### config.mk
export PLATFORM = sky130hd
export DESIGN_NAME = des_spi_ctrl
export DESIGN_NICKNAME = d
export VERILOG_FILES = /design/src/rtl/des_pkg.sv /design/src/rtl/spi_frame_mon.sv /design/src/rtl/des_spi_ctrl.sv
export SDC_FILE = /design/constraint.sdc
export NUM_CORES = 1
export LEC_CHECK = 0
export CAP_MARGIN = 0
export CELL_PAD_IN_SITES_DETAIL_PLACEMENT = 0
export CELL_PAD_IN_SITES_GLOBAL_PLACEMENT = 2
export CORE_ASPECT_RATIO = 1.2
export CORE_UTILIZATION = 32
export DETAILED_ROUTE_END_ITERATION = 8
export GPL_TIMING_DRIVEN = 1
export PLACE_DENSITY_LB_ADDON = 0.1
export SLEW_MARGIN = 15
export SYNTH_ARGS = -nofsm -noshare
export SYNTH_HDL_FRONTEND = slang
export SYNTH_SLANG_ARGS = --single-unit
### constraint.sdc
create_clock -name clk -period 11.78 [get_ports clk]
set_input_delay 2.356 -clock clk [delete_from_list [all_inputs] [get_ports clk]]
set_output_delay 2.356 -clock clk [all_outputs]
set_load 0.05 [all_outputs]
### src/rtl/des_pkg.sv
// des_pkg: shared constants and the controller state type for the
// SPI-fronted DES transaction sequencer.
//   BLOCK_W / KEY_W        : width of a DES block and of a DES key
//   FRAME_BITS_DEFAULT     : sclk rising edges that make a valid frame
//   DONE_TIMEOUT_DEFAULT   : clk cycles allowed for the DES core to answer
//   CNT_W                  : width of the saturating frame bit counter
//   ctrl_state_t           : controller FSM states
package des_pkg;

    localparam int BLOCK_W              = 64;
    localparam int KEY_W                = 64;
    localparam int FRAME_BITS_DEFAULT   = 64;
    localparam int DONE_TIMEOUT_DEFAULT = 255;
    localparam int CNT_W                = 8;

    typedef enum logic [1:0] {
        WAIT_KEY = 2'd0,
        IDLE     = 2'd1,
        RUN      = 2'd2,
        RESULT   = 2'd3
    } ctrl_state_t;

endpackage

### src/rtl/spi_frame_mon.sv
// spi_frame_mon: brings the raw SPI chip select and serial clock into the
// clk domain, detects their edges and counts sclk rising edges per frame.
// Ports:
//   clk, rst     : system clock, asynchronous active-high reset
//   spi_cs_n     : raw chip select (active low, asynchronous)
//   spi_sclk     : raw serial clock (asynchronous)
//   cs_low_sync  : synchronised chip select is asserted (low)
//   cs_fall      : one-cycle pulse, synchronised chip select fell
//   frame_ok     : one-cycle pulse, frame ended with exactly FRAME_BITS bits
//   frame_bad    : one-cycle pulse, frame ended with any other bit count
module spi_frame_mon
    import des_pkg::*;
#(
    parameter int SYNC_STAGES = 2,
    parameter int FRAME_BITS  = FRAME_BITS_DEFAULT
) (
    input  logic clk,
    input  logic rst,
    input  logic spi_cs_n,
    input  logic spi_sclk,
    output logic cs_low_sync,
    output logic cs_fall,
    output logic frame_ok,
    output logic frame_bad
);

    localparam logic [CNT_W-1:0] CNT_MAX   = '1;
    localparam logic [CNT_W-1:0] FRAME_CNT = CNT_W'(FRAME_BITS);

    logic [SYNC_STAGES-1:0] cs_sync;
    logic [SYNC_STAGES-1:0] sclk_sync;
    logic                   cs_s;
    logic                   sclk_s;
    logic                   cs_d;
    logic                   sclk_d;
    logic                   cs_rise;
    logic                   sclk_rise;
    logic [CNT_W-1:0]       bit_cnt;

    // Chip select idles high, so its synchroniser and delayed copy reset
    // to 1; otherwise a spurious cs_fall would follow every reset.
    always_ff @(posedge clk or posedge rst) begin
        if (rst) begin
            cs_sync   <= '1;
            sclk_sync <= '0;
            cs_d      <= 1'b1;
            sclk_d    <= 1'b0;
        end else begin
            cs_sync   <= {cs_sync[SYNC_STAGES-2:0], spi_cs_n};
            sclk_sync <= {sclk_sync[SYNC_STAGES-2:0], spi_sclk};
            cs_d      <= cs_s;
            sclk_d    <= sclk_s;
        end
    end

    assign cs_s      = cs_sync[SYNC_STAGES-1];
    assign sclk_s    = sclk_sync[SYNC_STAGES-1];
    assign cs_fall   = cs_d & ~cs_s;
    assign cs_rise   = ~cs_d & cs_s;
    assign sclk_rise = ~sclk_d & sclk_s;

    // The counter saturates so that very long frames can never wrap back
    // onto FRAME_BITS and be mistaken for a valid frame. A clock edge that
    // lands in the same cycle as the chip-select fall is the first bit of
    // the new frame.
    always_ff @(posedge clk or posedge rst) begin
        if (rst) begin
            bit_cnt <= '0;
        end else if (cs_fall) begin
            bit_cnt <= sclk_rise ? CNT_W'(1) : '0;
        end else if (sclk_rise && !cs_s && bit_cnt != CNT_MAX) begin
            bit_cnt <= bit_cnt + CNT_W'(1);
        end
    end

    assign cs_low_sync = ~cs_s;
    assign frame_ok    = cs_rise & (bit_cnt == FRAME_CNT);
    assign frame_bad   = cs_rise & (bit_cnt != FRAME_CNT);

endmodule

### src/rtl/des_spi_ctrl.sv
// des_spi_ctrl: runs one DES transaction per SPI frame. The first valid
// frame after reset or rekey is the key; every later valid frame is a data
// block whose DES result is handed back to the SPI slave for the next frame.
// Ports:
//   clk, rst          : system clock, asynchronous active-high reset
//   spi_cs_n/spi_sclk : raw SPI chip select and serial clock
//   spi_input_text    : word received by the SPI slave
//   spi_output_text   : word the SPI slave shifts out in the next frame
//   decrypt           : mode for data blocks, captured with the block
//   rekey             : level, forces a return to key loading
//   err_clr           : pulse, clears the sticky error flags
//   des_start/des_decrypt/des_key/des_block_in : request to the DES core
//   des_done/des_block_out                     : answer from the DES core
//   key_loaded, busy  : status
//   frame_err, overrun, timeout_err : sticky error flags
//   fsm_state         : current controller state (ctrl_state_t encoding)
module des_spi_ctrl
    import des_pkg::*;
#(
    parameter int SYNC_STAGES  = 2,
    parameter int FRAME_BITS   = FRAME_BITS_DEFAULT,
    parameter int DONE_TIMEOUT = DONE_TIMEOUT_DEFAULT
) (
    input  logic               clk,
    input  logic               rst,
    input  logic               spi_cs_n,
    input  logic               spi_sclk,
    input  logic [BLOCK_W-1:0] spi_input_text,
    output logic [BLOCK_W-1:0] spi_output_text,
    input  logic               decrypt,
    input  logic               rekey,
    input  logic               err_clr,
    output logic               des_start,
    output logic               des_decrypt,
    output logic [KEY_W-1:0]   des_key,
    output logic [BLOCK_W-1:0] des_block_in,
    input  logic               des_done,
    input  logic [BLOCK_W-1:0] des_block_out,
    output logic               key_loaded,
    output logic               busy,
    output logic               frame_err,
    output logic               overrun,
    output logic               timeout_err,
    output logic [1:0]         fsm_state
);

    localparam int               TMO_W     = $clog2(DONE_TIMEOUT + 1);
    localparam logic [TMO_W-1:0] TMO_LIMIT = TMO_W'(DONE_TIMEOUT);

    ctrl_state_t        state;
    ctrl_state_t        state_next;
    logic               cs_low_sync;
    logic               cs_fall;
    logic               frame_ok;
    logic               frame_bad;
    logic               cap_key;
    logic               cap_blk;
    logic               lat_res;
    logic               load_out;
    logic               tmo_hit;
    logic               ovr_hit;
    logic               start_q;
    logic [TMO_W-1:0]   tmo_cnt;
    logic [BLOCK_W-1:0] result_q;

    spi_frame_mon #(
        .SYNC_STAGES (SYNC_STAGES),
        .FRAME_BITS  (FRAME_BITS)
    ) u_frame_mon (
        .clk         (clk),
        .rst         (rst),
        .spi_cs_n    (spi_cs_n),
        .spi_sclk    (spi_sclk),
        .cs_low_sync (cs_low_sync),
        .cs_fall     (cs_fall),
        .frame_ok    (frame_ok),
        .frame_bad   (frame_bad)
    );

    always_ff @(posedge clk or posedge rst) begin
        if (rst) begin
            state <= WAIT_KEY;
        end else begin
            state <= state_next;
        end
    end

    // DES core handshake: des_start is a single-cycle request issued the
    // cycle after the block is captured; des_key, des_block_in and
    // des_decrypt are held stable until the next request. The core answers
    // with a single-cycle des_done carrying des_block_out. A des_done seen
    // outside RUN (late answer after rekey or timeout) is discarded.
    always_comb begin
        state_next = state;
        cap_key    = 1'b0;
        cap_blk    = 1'b0;
        lat_res    = 1'b0;
        load_out   = 1'b0;
        tmo_hit    = 1'b0;
        ovr_hit    = 1'b0;
        if (rekey) begin
            state_next = WAIT_KEY;
        end else begin
            case (state)
                WAIT_KEY: begin
                    if (frame_ok) begin
                        cap_key    = 1'b1;
                        state_next = IDLE;
                    end
                end
                IDLE: begin
                    if (frame_ok) begin
                        cap_blk    = 1'b1;
                        state_next = RUN;
                    end
                end
                RUN: begin
                    ovr_hit = frame_ok;
                    if (des_done) begin
                        lat_res    = 1'b1;
                        state_next = RESULT;
                    end else if (tmo_cnt == TMO_LIMIT) begin
                        tmo_hit    = 1'b1;
                        state_next = IDLE;
                    end
                end
                RESULT: begin
                    ovr_hit = frame_ok;
                    // The slave may be mid-shift while CS is low; only swap
                    // its transmit word once the bus is idle.
                    if (!cs_low_sync && !cs_fall) begin
                        load_out   = 1'b1;
                        state_next = IDLE;
                    end
                end
                default: state_next = WAIT_KEY;
            endcase
        end
    end

    always_ff @(posedge clk or posedge rst) begin
        if (rst) begin
            des_key         <= '0;
            key_loaded      <= 1'b0;
            des_block_in    <= '0;
            des_decrypt     <= 1'b0;
            start_q         <= 1'b0;
            result_q        <= '0;
            spi_output_text <= '0;
            tmo_cnt         <= '0;
            frame_err       <= 1'b0;
            overrun         <= 1'b0;
            timeout_err     <= 1'b0;
        end else begin
            start_q <= cap_blk;
            if (cap_key) begin
                des_key    <= spi_input_text;
                key_loaded <= 1'b1;
            end
            if (cap_blk) begin
                des_block_in <= spi_input_text;
                des_decrypt  <= decrypt;
            end
            if (lat_res) begin
                result_q <= des_block_out;
            end
            if (load_out) begin
                spi_output_text <= result_q;
            end
            if (rekey) begin
                des_key         <= '0;
                key_loaded      <= 1'b0;
                spi_output_text <= '0;
            end
            if (cap_blk) begin
                tmo_cnt <= '0;
            end else if (state == RUN && tmo_cnt != TMO_LIMIT) begin
                tmo_cnt <= tmo_cnt + TMO_W'(1);
            end
            // A new error event in the same cycle as err_clr keeps the flag.
            frame_err   <= frame_bad | (frame_err & ~err_clr);
            overrun     <= ovr_hit | (overrun & ~err_clr);
            timeout_err <= tmo_hit | (timeout_err & ~err_clr);
        end
    end

    // A rekey arriving on the start cycle withdraws the request.
    assign des_start = start_q & ~rekey;
    assign busy      = (state == RUN);
    assign fsm_state = state;

endmodule
==> Flow_metrics.wiki, run 1 <==
{| class="wikitable"
! Metric !! Value
|-
| Status || finished clean
|-
| Pleak || 7.09 nW
|-
| Avg Vias per Cell || 4.71
|-
| Number of hold buffers added after CTS || 0
|-
| Number of synthesized flops with an enable pin || 0
|-
| Number of antenna-violating nets in the routed design || 0
|-
| Maximum frequency from static timing analysis || 0.152 GHz
|-
| H-tree levels || 1
|-
| RD Place Congestion || 0.687
|-
| DRC violations left || 0
|-
| CTS tree || built
|-
| Count of distinct cell types in the synthesized netlist || 45
|-
| Crit share post-route || 55.9%
|-
| Worst setup path class || input pin to primary output
|-
| Minimum period implied by the final worst setup slack || 6590 ps
|-
| FF+latch count, synth || 286
|-
| Final-report hold violation count || 0
|-
| Mean area per synthesized cell || 15.7 um^2
|-
| Synth Flop Type || sky130_fd_sc_hd__dfrtp_1
|-
| Wire length of the first global-routing pass || 43500 um
|-
| Library cell with the highest instance count after synthesis || sky130_fd_sc_hd__dfrtp_1
|-
| Gate power share || 10.9%
|-
| Diodes inserted || 0
|-
| Worst-skew pair later-pin latency || 560 ps
|-
| Top area cells in the synthesized netlist || sky130_fd_sc_hd__dfrtp_1 64%, sky130_fd_sc_hd__a22o_1 10%, sky130_fd_sc_hd__mux2_4 8.2%, sky130_fd_sc_hd__mux2_2 6.6%, sky130_fd_sc_hd__buf_12 1.1%
|-
| Avg WL per Cell || 18.7 um
|-
| Largest net degree at the start of global routing || 170
|-
| Headroom to the max-slew limit || 34.4%
|-
| CTS clk-pin slew, worst paths || 50 ps
|-
| Sequential fraction of design power || 47.5%
|-
| Pwr/cell area || 148 mW/mm^2
|-
| Total negative setup slack || 0 ps
|-
| Overall fraction of global-route tracks in use || 15.8%
|-
| Cell area after synthesis || 0.0110 mm^2
|-
| Fraction of registers with async set/reset || 100%
|-
| Max-cap check violation count || 0
|-
| Horizontal die dimension || 171 um
|-
| Most frequent cells after synthesis || 283 x sky130_fd_sc_hd__dfrtp_1, 128 x sky130_fd_sc_hd__a22o_1, 65 x sky130_fd_sc_hd__mux2_2
|-
| Fraction of layout cells with a size suffix above 1 || 18.0%
|-
| Total routed wirelength || 28300 um
|-
| Net count after synthesis || 847
|-
| Register area share after synthesis || 65.0%
|-
| Number of failing setup endpoints in the final timing report || 0
|-
| Clock network power share || 41.6%
|-
| Utilization after layout || 46.5%
|-
| Switching power || 0.552 mW
|-
| Worst EP arrival || 4230 ps
|-
| Remaining Overflow, GRT || 0
|-
| Portion of synthesized cell area occupied by the leading cell type || 64.2%
|-
| Number of vias after detailed routing || 7138
|-
| Total iterations of the first detailed-routing run || 4
|-
| Cell internal power dissipation || 1.78 mW
|-
| Total Die Area || 0.0352 mm^2
|-
| Required time of the critical path || 9420 ps
|-
| Initial antenna violation count || 0
|-
| Pin slew with the least headroom to its limit || 983 ps
|-
| Critical path endpoint category || primary output
|-
| Type of element launching the critical path || input pin
|-
| Max clock buf depth || 3
|-
| Total core area || 0.0340 mm^2
|-
| Warnings, synthesis || 0
|-
| Count of nets after finishing || 1180
|-
| Clock root buffer || sky130_fd_sc_hd__clkbuf_16
|-
| Switching share of total power || 23.6%
|-
| Detailed placer's ending HPWL || 17500 um
|-
| Largest area contributor in the netlist || sky130_fd_sc_hd__dfrtp_1
|-
| Die Y-Extent || 205 um
|-
| Area delta synth->final || 43.2%
|-
| Setup Skew || 7.62 ps
|-
| Cells after synthesis || 703
|-
| RSZ-0062 raised after global routing || no
|-
| Vias in the first global route || 7380
|-
| Final-report max-slew violation count || 0
|-
| TritonCTS buffer count || 31
|-
| Number of buffers inserted by post-CTS setup repair || 0
|-
| Number of gates given a new drive strength after cts || 0
|-
| TritonCTS Sinks || 286
|-
| Quantity of I/O buffers inserted on ports || 336
|-
| Hold Crit Class || flop to flop
|-
| Initial cell density of the core || 32.4%
|-
| Number of DRC markers after the initial detailed-route iteration || 232
|-
| Top-level port count || 337
|-
| Critical Path Fanout Max || 14
|-
| Peak supply drop || 105 uV
|-
| Row cnt || 74
|}
==> critical path, cell delays in order <==
cell and delay (ps):
sky130_fd_sc_hd__clkdlybuf4s50_1 790, sky130_fd_sc_hd__nor2b_1 260, sky130_fd_sc_hd__clkdlybuf4s50_1 820
==> worst paths after layout <==
check,slack (ps),to,startpoint,cells after the start
setup reg to reg,8210,des_block_in[1]$_DFFE_PP0N_,u_frame_mon.bit_cnt[0]$_DFFE_PP0P_,8
hold / removal,350,u_frame_mon.sclk_sync[1]$_DFF_PP0_,u_frame_mon.sclk_sync[0]$_DFF_PP0_,0
setup / recovery,5190,des_start,rekey,3
max in group asynchronous,7880,result_q[57]$_DFFE_PP0P_,rst,3
min in group asynchronous,2320,des_block_in[4]$_DFFE_PP0N_,rst,2
hold reg to reg,350,u_frame_mon.sclk_sync[1]$_DFF_PP0_,u_frame_mon.sclk_sync[0]$_DFF_PP0_,0
==> cell type report <==
type,count,area [um^2]
Fill cell,3155,18200
Sequential cell,286,7160
Multi-Input combinational cell,362,3550
Timing Repair Buffer,344,3440
Clock buffer,54,942
Tap cell,456,571
Clock inverter,4,76.3
Inverter,11,48.8
==> kinds of logic (layout without fill, tap and decap cells) <==
logic type | count (synthesis) | after routing | share of synthesized area, %
AOI/OAI and AO/OA | 157 | 157 | 11.8
xor gates and xnor gates | 5 | 5 | 0.397
adders and majority gates | 8 | 8 | 0.908
buffers and inverters | 55 | 413 | 3.06
DFF | 286 | 286 | 65.0
muxes | 133 | 133 | 15.6
and+or+nand+nor | 59 | 59 | 3.24
==> flip-flops by register name, indices dropped and copies added (netlist names) <==
signal	count
des_block_in	64
des_key	64
result_q	64
spi_output_text	64
tmo_cnt	8
u_frame_mon.bit_cnt	8
fsm_state	2
u_frame_mon.cs_sync	2
u_frame_mon.sclk_sync	2
des_decrypt	1
frame_err	1
key_loaded	1
overrun	1
start_q	1
timeout_err	1
u_frame_mon.cs_d	1
u_frame_mon.sclk_d	1
==> power groups by stage <==
| stage | Sequential (mW) | Clock [mW] | Combinational [mW] |
|---|---|---|---|
| 3_3_place_gp | 1.12 | 0 | 0.257 |
| 3_5_place_dp | 1.13 | 0 | 0.260 |
| 2_1_floorplan | 1.14 | 0 | 0.140 |
| 5_1_grt | 1.12 | 1.05 | 0.279 |
| 4_1_cts | 1.11 | 1.01 | 0.260 |
| 6_report | 1.11 | 0.971 | 0.254 |
==> through the flow <==
stage | setup slack, ps | instances | hold slack, ps | power, mW | cell area, um^2
4_1_cts | 5160 | 1517 | 354 | 2.38 | 15800
5_1_grt | 5080 | 1517 | 362 | 2.45 | 15800
3_5_place_dp | 5180 | 1459 | 340 | 1.39 | 14800
2_1_floorplan | 1540 | 703 | 331 | 1.28 | 11000
6_report | 5190 | 1517 | 349 | 2.33 | 15800
3_3_place_gp | 5200 | 1459 | 339 | 1.38 | 14800
==> routing by layer <==
layer  routed length [um]  track usage [%]
met3                 2670             5.69
met5                    0                0
met2                12800             24.3
met4                  558             4.69
met1                12200             20.7
==> cells in the final DEF, fill, tap and decap left out, types with 5 or more instances in the layout <==
master / synthesis / layout
sky130_fd_sc_hd__or3b_2: 5 / 5
sky130_fd_sc_hd__nand3_1: 7 / 7
sky130_fd_sc_hd__inv_1: 11 / 10
sky130_fd_sc_hd__clkbuf_1: 28 / 15
sky130_fd_sc_hd__ha_1: 8 / 8
sky130_fd_sc_hd__mux2_1: 5 / 5
sky130_fd_sc_hd__mux2_2: 65 / 65
sky130_fd_sc_hd__dfrtp_1: 283 / 283
sky130_fd_sc_hd__mux2_4: 60 / 60
sky130_fd_sc_hd__nor2_1: 19 / 17
sky130_fd_sc_hd__a21oi_1: 9 / 8
sky130_fd_sc_hd__buf_4: 0 / 7
sky130_fd_sc_hd__clkbuf_16: 0 / 31
sky130_fd_sc_hd__clkdlybuf4s50_1: 0 / 336
sky130_fd_sc_hd__o21ai_0: 6 / 6
sky130_fd_sc_hd__a22o_1: 128 / 128
sky130_fd_sc_hd__clkbuf_8: 0 / 8
No activity file was read; power rests on OpenSTA's default activity.
==> inputs of run 2 (changes only) <==
--- a/config.mk
+++ b/config.mk
@@ -9,7 +9,7 @@
 export CELL_PAD_IN_SITES_DETAIL_PLACEMENT = 0
 export CELL_PAD_IN_SITES_GLOBAL_PLACEMENT = 2
 export CORE_ASPECT_RATIO = 1.2
-export CORE_UTILIZATION = 32
+export CORE_UTILIZATION = 29
 export DETAILED_ROUTE_END_ITERATION = 8
 export GPL_TIMING_DRIVEN = 1
 export PLACE_DENSITY_LB_ADDON = 0.1
==> constraint.sdc (replaced) <==
create_clock -name clk -period 5.6 [get_ports clk]
set_input_delay 1.12 -clock clk [delete_from_list [all_inputs] [get_ports clk]]
set_output_delay 1.12 -clock clk [all_outputs]
set_load 0.05 [all_outputs]
==> run 2 against run 1 <==
- first-iteration DRC count increased by 47%
- largest power group unchanged
- sequential cell count stayed put
- critical endpoint unchanged
- worst hold slack better by 2.2 ps
- cell area increased by 0.66%
- non-clock buffer count increased by 3
- critical path depth stayed put
- sequential power grew 110%
- register-to-register slack got worse by 5800 ps
- die area rose by 10%
- count of clock-buffer cells in the layout down 2
- clock power grew 120%
==> Flow_metrics.wiki, run 2 (synthesis results as in run 1) <==
{| class="wikitable"
! Metric !! Value
|-
| Status || finished clean
|-
| Setup slack, reg-to-reg || 2380 ps (-5830 ps)
|-
| Vias in the first global route || 7481 (+1.4%)
|-
| Total negative setup slack || 0 ps (unchanged)
|-
| Top-level port count || 337 (unchanged)
|-
| Count of fill cells added during filler insertion || 3466 (+9.9%)
|-
| Avg Vias per Cell || 4.65 (-1.1%)
|-
| Initial antenna violation count || 1 (+1)
|-
| Commonest non-fill, non-tap cell in the layout || sky130_fd_sc_hd__clkdlybuf4s50_1
|-
| Initial cell density of the core || 29.6% (-2.8 points)
|-
| Minimum period implied by the final worst setup slack || 4120 ps
|-
| Number of hold buffers added after CTS || 0 (unchanged)
|-
| Smallest setup slack after layout || 1480 ps (-3720 ps)
|-
| Headroom to the max-slew limit || 35.4% (+1.0 points)
|-
| Final-report hold violation count || 0 (unchanged)
|-
| Highest cell delay on the worst timing path || 820 ps (about the same)
|-
| Number of buffers inserted by post-CTS setup repair || 0 (unchanged)
|-
| DRC violations left || 0 (unchanged)
|-
| Number of DRC markers after the initial detailed-route iteration || 341 (+47%)
|-
| Detailed placer's ending HPWL || 18300 um (+4.3%)
|-
| Cell repeated most along the worst path || sky130_fd_sc_hd__clkdlybuf4s50_1
|-
| Number of vias after detailed routing || 7161 (+0.32%)
|-
| DP Worst Slack || 1450 ps (-3730 ps)
|-
| Area delta synth->final || 44.1%
|-
| Max-cap check violation count || 0 (unchanged)
|-
| TritonCTS Sinks || 286 (unchanged)
|-
| RD Place Congestion || 0.694 (+1.2%)
|-
| Number of failing setup endpoints in the final timing report || 0 (unchanged)
|-
| Worst-path cell with the longest stage delay || sky130_fd_sc_hd__clkdlybuf4s50_1
|-
| Pin slew with the least headroom to its limit || 968 ps (-14.9 ps)
|-
| Number of antenna-violating nets in the routed design || 0 (unchanged)
|-
| Setup Skew || 8.95 ps (+1.33 ps)
|-
| Maximum frequency from static timing analysis || 0.243 GHz
|-
| H-tree levels || 2 (+1)
|-
| Clock network power share || 42.3% (+0.7 points)
|-
| Switching share of total power || 24.1% (+0.49 points)
|-
| Switching power || 1.20 mW (+120%)
|-
| Multi-input gate area in the final layout || 0.00355 mm^2 (unchanged)
|-
| Quantity of I/O buffers inserted on ports || 336 (unchanged)
|-
| TritonCTS buffer count || 35 (+13%)
|-
| Required time of the critical path || 4480 ps (-4940 ps)
|-
| Pleak || 7.13 nW (+0.69%)
|-
| Number of cell instances on the worst register-to-register path || 7 (-1)
|-
| Die Y-Extent || 216 um (+5.0%)
|-
| Total iterations of the first detailed-routing run || 4 (unchanged)
|-
| Peak supply drop || 211 uV (+100%)
|-
| Critical path endpoint category || primary output
|-
| Type of element launching the critical path || input pin
|-
| Number of gates given a new drive strength after cts || 0 (unchanged)
|-
| Worst-skew pair later-pin latency || 510 ps (-50 ps)
|-
| Diodes inserted || 0 (unchanged)
|-
| Cell internal power dissipation || 3.78 mW (+110%)
|-
| Hold Crit Depth || 0 (unchanged)
|-
| Reg-to-reg critical path endpoint || des_block_in[1]$_DFFE_PP0N_
|-
| Start of the worst register-to-register path || u_frame_mon.bit_cnt[0]$_DFFE_PP0P_
|-
| Count of nets after finishing || 1187 (+0.59%)
|-
| Wire length of the first global-routing pass || 45900 um (+5.6%)
|-
| Row cnt || 77 (+4.1%)
|-
| CTS clk-pin slew, worst paths || 60 ps (about the same)
|-
| Pwr/cell area || 313 mW/mm^2 (+110%)
|-
| End of the critical path || des_start
|-
| Cells traversed along the worst timing path || clkdlybuf4s50_1, nor2b_1, clkdlybuf4s50_1
|-
| Horizontal die dimension || 180 um (+5.0%)
|-
| Overall fraction of global-route tracks in use || 15.0% (-0.76 points)
|-
| Largest net degree at the start of global routing || 128 (-25%)
|-
| Worst EP arrival || 3000 ps (-1230 ps)
|-
| Storage cell area || 0.00716 mm^2 (unchanged)
|-
| Critical Path Source || rekey
|-
| Critical Path Fanout Max || 14 (unchanged)
|-
| Gate power share || 10.9% (about the same)
|-
| Hold Crit Class || flop to flop
|-
| Final-report max-slew violation count || 0 (unchanged)
|-
| Clock root buffer || sky130_fd_sc_hd__clkbuf_16
|-
| Worst setup path class || input pin to primary output
|-
| Avg WL per Cell || 18.9 um (+1.3%)
|-
| RSZ-0062 raised after global routing || no
|-
| Sequential fraction of design power || 46.9% (-0.6 points)
|-
| Fraction of layout cells with a size suffix above 1 || 18.8% (+0.78 points)
|-
| Total core area || 0.0372 mm^2 (+9.4%)
|-
| Remaining Overflow, GRT || 0 (unchanged)
|-
| Commonest cells after routing, fill and taps aside || 336 x sky130_fd_sc_hd__clkdlybuf4s50_1, 283 x sky130_fd_sc_hd__dfrtp_1, 128 x sky130_fd_sc_hd__a22o_1
|-
| CTS tree || built
|-
| Total Die Area || 0.0388 mm^2 (+10%)
|-
| Max clock buf depth || 3 (unchanged)
|-
| Crit share post-route || 73.6%
|-
| Total routed wirelength || 29100 um (+2.8%)
|}
## run 2: cell types whose count changed in the layout (fill, tap and decap cells not counted), sizes merged
cell    delta
bufinv     -2
clkinv     +4
inv        +1
buf        +3
clkbuf     -2
## run 2: cell type report
| type | instances | area share [%] |
|---|---|---|
| clock buffer | 52 | 6.35 |
| multi-input combinational | 362 | 22.3 |
| inverter | 11 | 0.283 |
| timing repair buffer | 347 | 21.9 |
| clock inverter | 7 | 0.291 |
| tap | 474 | 3.73 |
| sequential | 286 | 45.1 |
## run 2: worst max-delay path, delay by kind of cell
family                 cells  cell delay (ps)
buffers and inverters      2             1620
and+or+nand+nor            1              250
## run 2: layer usage
layer / part of all wire, % / vias up / track usage, %
met5: 0.041 / - / 0
met4: 2.0 / 2 / 4.31
met3: 9.0 / 45 / 5.75
met2: 45 / 256 / 23.1
met1: 44 / 3591 / 19.6
li1: - / 3267 / -
## run 2: how the worst min path moves through the flow
stage                                                  start                                 end  slack [ps]
after floorplan           u_frame_mon.sclk_sync[0]$_DFF_PP0_  u_frame_mon.sclk_sync[1]$_DFF_PP0_         330
after global placement    u_frame_mon.sclk_sync[0]$_DFF_PP0_  u_frame_mon.sclk_sync[1]$_DFF_PP0_         340
after detailed placement  u_frame_mon.sclk_sync[0]$_DFF_PP0_  u_frame_mon.sclk_sync[1]$_DFF_PP0_         330
after CTS                 u_frame_mon.sclk_sync[0]$_DFF_PP0_  u_frame_mon.sclk_sync[1]$_DFF_PP0_         350
after global routing        u_frame_mon.cs_sync[0]$_DFF_PP1_    u_frame_mon.cs_sync[1]$_DFF_PP1_         360
final                     u_frame_mon.sclk_sync[0]$_DFF_PP0_  u_frame_mon.sclk_sync[1]$_DFF_PP0_         350
## run 2: stage by stage
step / cells / hold slack, ps / cell area, um^2 / util [%] / power, mW
after floorplan: 703 / 331 / 11000 / - / 2.70
after global placement: 1480 / 336 / 14800 / 39.9 / 2.91
after detailed placement: 1480 / 335 / 14800 / 39.9 / 2.92
after CTS: 1539 / 351 / 15900 / 42.7 / 5.08
after global routing: 1539 / 363 / 15900 / 42.7 / 5.22
final: 1539 / 351 / 15900 / 42.7 / 4.98
## run 2: power by group through the flow
stage	sequential [mW]	clock [mW]	combinational [mW]
5_1_grt	2.36	2.27	0.595
3_3_place_gp	2.37	0	0.546
2_1_floorplan	2.40	0	0.295
3_5_place_dp	2.37	0	0.552
4_1_cts	2.33	2.19	0.554
6_report	2.33	2.10	0.541
